**config.mk**
```make
export PLATFORM = sky130hd
export DESIGN_NAME = tx_frame_arbiter
export DESIGN_NICKNAME = d
export VERILOG_FILES = /design/src/rtl/tx_frame_arbiter.sv
export SDC_FILE = /design/constraint.sdc
export NUM_CORES = 1
export LEC_CHECK = 0
export BUFFER_PORTS_ARGS = -buffer_cell sky130_fd_sc_hd__buf_2
export CAP_MARGIN = 20
export CORE_AREA = 3 3 103 105
export DETAILED_ROUTE_END_ITERATION = 10
export DIE_AREA = 0 0 106 108
export GPL_ROUTABILITY_DRIVEN = 0
export MAX_ROUTING_LAYER = met4
export PLACE_DENSITY = 0.67
export RECOVER_POWER = 25
export SYNTH_ARGS = -nofsm -noshare
export SYNTH_HDL_FRONTEND = slang
export SYNTH_SLANG_ARGS = --single-unit
```
**constraint.sdc**
```tcl
create_clock -name tx_clk -period 3 [get_ports tx_clk]
set_input_delay 0.15 -clock tx_clk [delete_from_list [all_inputs] [get_ports tx_clk]]
set_output_delay 0.15 -clock tx_clk [all_outputs]
set_load 0.02 [all_outputs]
```
**src/rtl/tx_frame_arbiter.sv**
```systemverilog
// Frame-atomic round-robin arbiter that multiplexes NUM_PORTS AXI-Stream sources onto one tx_mac slave port.
// Optional per-port completed-frame counters are built when TX_ARB_STATS_EN is defined.
module tx_frame_arbiter #(
    parameter int NUM_PORTS       = 4,
    parameter int AXIS_DATA_WIDTH = 32,
    parameter int AXIS_DATA_BYTES = 4,
    parameter int CNT_WIDTH       = 16
) (
    input  logic                                 tx_clk,
    input  logic                                 tx_rst,
    input  logic [NUM_PORTS*AXIS_DATA_WIDTH-1:0] in_slave_tx_tdata,
    input  logic [NUM_PORTS*AXIS_DATA_BYTES-1:0] in_slave_tx_tkeep,
    input  logic [NUM_PORTS-1:0]                 in_slave_tx_tvalid,
    input  logic [NUM_PORTS-1:0]                 in_slave_tx_tlast,
    output logic [NUM_PORTS-1:0]                 out_slave_tx_tready,
    output logic [AXIS_DATA_WIDTH-1:0]           out_master_tx_tdata,
    output logic [AXIS_DATA_BYTES-1:0]           out_master_tx_tkeep,
    output logic                                 out_master_tx_tvalid,
    output logic                                 out_master_tx_tlast,
    input  logic                                 in_master_tx_tready,
    output logic [NUM_PORTS-1:0]                 out_grant,
    output logic                                 out_busy,
    output logic [NUM_PORTS*CNT_WIDTH-1:0]       out_frame_count
);

    // state   | meaning
    // IDLE    | no owner; arbitrate among valid sources
    // PASS    | granted source streams to tx_mac until its tlast beat is accepted
    localparam int IDX_W = $clog2(NUM_PORTS);

    typedef enum logic {ST_IDLE, ST_PASS} state_t;

    state_t               state_q, state_d;
    logic [NUM_PORTS-1:0] grant_q, grant_d;
    logic [IDX_W-1:0]     gidx_q, gidx_d;
    logic [IDX_W-1:0]     last_ptr_q, last_ptr_d;

    logic [IDX_W-1:0]     pick_idx;
    logic                 pick_found;
    logic [IDX_W:0]       cand;
    logic                 g_valid;
    logic                 g_last;
    logic                 pass_valid;
    logic                 last_xfer;

    // Search starts just after the previous owner so every port gets a turn.
    always_comb begin
        pick_found = 1'b0;
        pick_idx   = '0;
        cand       = '0;
        for (int i = 1; i <= NUM_PORTS; i++) begin
            cand = {1'b0, last_ptr_q} + (IDX_W+1)'(i);
            if (cand >= (IDX_W+1)'(NUM_PORTS)) begin
                cand = cand - (IDX_W+1)'(NUM_PORTS);
            end
            if (!pick_found && in_slave_tx_tvalid[cand[IDX_W-1:0]]) begin
                pick_found = 1'b1;
                pick_idx   = cand[IDX_W-1:0];
            end
        end
    end

    assign g_valid    = in_slave_tx_tvalid[gidx_q];
    assign g_last     = in_slave_tx_tlast[gidx_q];
    assign pass_valid = (state_q == ST_PASS) && g_valid;
    assign last_xfer  = pass_valid && in_master_tx_tready && g_last;

    always_comb begin
        state_d    = state_q;
        grant_d    = grant_q;
        gidx_d     = gidx_q;
        last_ptr_d = last_ptr_q;
        case (state_q)
            ST_IDLE: begin
                if (pick_found) begin
                    state_d = ST_PASS;
                    grant_d = NUM_PORTS'(1) << pick_idx;
                    gidx_d  = pick_idx;
                end
            end
            ST_PASS: begin
                if (last_xfer) begin
                    state_d    = ST_IDLE;
                    grant_d    = '0;
                    last_ptr_d = gidx_q;
                end
            end
            default: begin
                state_d = ST_IDLE;
                grant_d = '0;
            end
        endcase
    end

    always_ff @(posedge tx_clk or negedge tx_rst) begin
        if (!tx_rst) begin
            state_q    <= ST_IDLE;
            grant_q    <= '0;
            gidx_q     <= '0;
            last_ptr_q <= IDX_W'(NUM_PORTS-1);
        end else begin
            state_q    <= state_d;
            grant_q    <= grant_d;
            gidx_q     <= gidx_d;
            last_ptr_q <= last_ptr_d;
        end
    end

    // Master side is a pure mux of the granted slice; zeroed whenever no beat is offered.
    assign out_master_tx_tvalid = pass_valid;
    assign out_master_tx_tdata  = pass_valid ? in_slave_tx_tdata[gidx_q*AXIS_DATA_WIDTH +: AXIS_DATA_WIDTH] : '0;
    assign out_master_tx_tkeep  = pass_valid ? in_slave_tx_tkeep[gidx_q*AXIS_DATA_BYTES +: AXIS_DATA_BYTES] : '0;
    assign out_master_tx_tlast  = pass_valid && g_last;
    assign out_slave_tx_tready  = grant_q & {NUM_PORTS{in_master_tx_tready}};
    assign out_grant            = grant_q;
    assign out_busy             = (state_q == ST_PASS);

`ifdef TX_ARB_STATS_EN
    logic [NUM_PORTS*CNT_WIDTH-1:0] frame_cnt_q, frame_cnt_d;

    always_comb begin
        frame_cnt_d = frame_cnt_q;
        if (last_xfer) begin
            frame_cnt_d[gidx_q*CNT_WIDTH +: CNT_WIDTH] =
                frame_cnt_q[gidx_q*CNT_WIDTH +: CNT_WIDTH] + CNT_WIDTH'(1);
        end
    end

    always_ff @(posedge tx_clk or negedge tx_rst) begin
        if (!tx_rst) begin
            frame_cnt_q <= '0;
        end else begin
            frame_cnt_q <= frame_cnt_d;
        end
    end

    assign out_frame_count = frame_cnt_q;
`else
    assign out_frame_count = '0;
`endif

endmodule

```
==> out/qor.yml <==
cts_tree: "done"
final.min_clock_period_ns: 2.406
peakVddDrop_uv: 549.4
r2r_slack_ns: 0.76
ant_nets: 0
powerDensity_nw_per_um2: 820.1
fp.dieH_um: 108
synth-edff-count: 0
slew_viol_final: 0
internal_power_mw: 1.222
final_util_pct: 31.87
final_nets: 554
layout_commonest_cell: "buf_2"
first_pass_iters: 4
placed_cells: 526
cp.arrival_ns: 2.26
grt_max_degree: 40
rr_worst_depth: 4
areaGrowthSynthToFinish_pct: 41.36
fin_cells: 531
path_class: "reg2out"
swShare_pct: 51.95
die_w_um: 106
setup_viol: 0
period_share_pct: 80.19
diodes: 0
cp-end-kind: "output port"
critical_path_required_ns: 2.85
async_reset_ff_share_pct: 100.0
avgSynthCellArea_sq_um: 10.70
p_clk_share_pct: 5.5
ys_types: 31
dp_worst_setup_slack_ns: 0.6774
hold_path_class: "in2reg"
viasPerCell: 4.200
p_sw_mw: 1.321
power_frac_seq_pct: 14.4
path_max_fanout: 24
clock_latency_ns: 0.23
drive_gt1_share_pct: 61.31
grt_pass1_vias: 2163
wire_per_inst_um: 15.88
yosysWarnings: 0
synthCells: 205
num_io_pins: 266
num_rows: 36
startpoint: "gidx_q[0]"
cap_violations: 0
drt_iter0_markers: 80
synth_ff_type: "dfrtp_1"
place_hpwl_um: 7269
r2r-end: "last_ptr_q[0]"
power_leakage_nw: 1.626
drc: 0
crit_end: "out_master_tx_tlast"
core_area_sq_um: 9729
wl_um: 8434
io_buffer_count: 201
p_comb_share_pct: 80.1
post_cts_resized: 0
grt_pass1_wl_um: 11720
synthesis.area_sq_um: 2193
clk_pin_slew_worst_paths_ns: 0.04
clockBufferDepth: 2
grtUsageTotal_pct: 13.27
critPathLaunchType: "register"
vias: 2230
post-cts-setup-buffers: 0
finalHoldViolCount: 0
setup_ws_ns: 0.5942
htreeDepth: 1
p_total_mw: 2.543
start_util_pct: 22.54
cts.sinks: 9
worstMarginPinSlew_ns: 0.7526
grt-ovfl-total: 0
ys_seq_area_share_pct: 10.38
cts-root-buf: "clkbuf_8"
fin_setup_tns_ns: 0
slew_headroom_pct: 49.83
clock_skew_ns: 0.0003898
antenna_found_initial: 0
ys_seq_elements: 9
r2r-start: "gidx_q[0]"
dieArea_sq_um: 11450
outcome: "complete, no violations"
max_freq_mhz: 415.7
cts_buffers: 3
rsz0062_at_grt: "no"
final_cell_mix: "buf_2 (193), conb_1 (64), mux4_2 (37), nor2b_1 (37), clkbuf_1 (9)"
==> worst min path at each step <==
stage | start | end | depth (start not counted)
4_1_cts | tx_rst | out_busy | 2
3_5_place_dp | tx_rst | out_grant[0] | 1
3_3_place_gp | tx_rst | out_grant[2] | 1
5_1_grt | in_slave_tx_tvalid[0] | out_busy | 3
6_report | in_slave_tx_tvalid[0] | out_busy | 3
2_1_floorplan | tx_rst | gidx_q[0] | 0
==> power by group through the flow <==
stage | combinational [mW] | sequential (mW) | clock [mW]
floorplan | 1.65 | 0.259 | 0
global placement | 2.04 | 0.370 | 0
detailed placement | 2.06 | 0.378 | 0
CTS | 2.08 | 0.375 | 0.144
global route | 2.18 | 0.396 | 0.155
finish | 2.04 | 0.367 | 0.139
==> synth_stat cells, types with 3 or more instances <==
master | instances | area, sq um
buf_2 | 8 | 40.04
buf_6 | 5 | 56.30
inv_1 | 3 | 11.26
and2_1 | 6 | 37.54
mux4_2 | 37 | 833.3
mux2i_1 | 3 | 30.03
nor2_1 | 5 | 18.77
dfrtp_1 | 7 | 175.2
nor2b_1 | 37 | 231.5
buf_4 | 64 | 480.5
a32o_1 | 4 | 40.04
==> metrics by stage <==
stage,hold WS (ns),instance area [sq um]
5_1_grt,0.3318,3100
3_3_place_gp,0.002587,3055
3_5_place_dp,0.003948,3055
6_report,0.3102,3100
2_1_floorplan,-0.1456,2430
4_1_cts,0.2866,3110
==> sequential cells by signal (all words and copies together), names as in the netlist <==
register	count
out_grant	4
gidx_q	2
out_busy	1
last_ptr_q	2
==> per-layer routing <==
| layer | track usage (%) | vias to the layer above | wire (um) |
|---|---|---|---|
| met2 | 24.04 | 133 | 4552 |
| met3 | 3.761 | 2 | 816 |
| met4 | 0.7401 | 0 | 12 |
| met1 | 15.42 | 1095 | 3052 |
| li1 | - | 1000 | - |
| met5 | - | - | 0 |
==> critical path: stages (launching register included) <==
cell	delay (ns)
dfrtp_2	0.85
buf_12	0.27
mux4_2	0.56
nor2b_1	0.15
buf_2	0.18
==> logic make-up (layout without fill, tap and decap cells) <==
| logic type | Yosys count | after routing | synth area share (%) |
|---|---|---|---|
| buffers and inverters | 82 | 212 | 27.15 |
| AND/OR/NAND/NOR | 59 | 59 | 17.51 |
| multiplexers | 42 | 42 | 40.39 |
| AO/OA/AOI/OAI | 12 | 12 | 4.393 |
| flip-flops | 9 | 9 | 10.38 |
| other | 1 | 64 | 0.1710 |
==> repair_timing <==
action	in CTS	in global routing
setup endpoints to repair	0	0
endpoints found under the hold margin	9	0
hold buffers	1	0
==> area by class of cell <==
class	count	area, sq um
clock buffers	4	45.04
fillers	1049	6629
inverters	3	11.26
multi-input cells	177	1607
flip-flops and latches	9	230.2
well taps	133	166.4
repair buffers	205	1041
No activity file was read; power rests on OpenSTA's default activity.
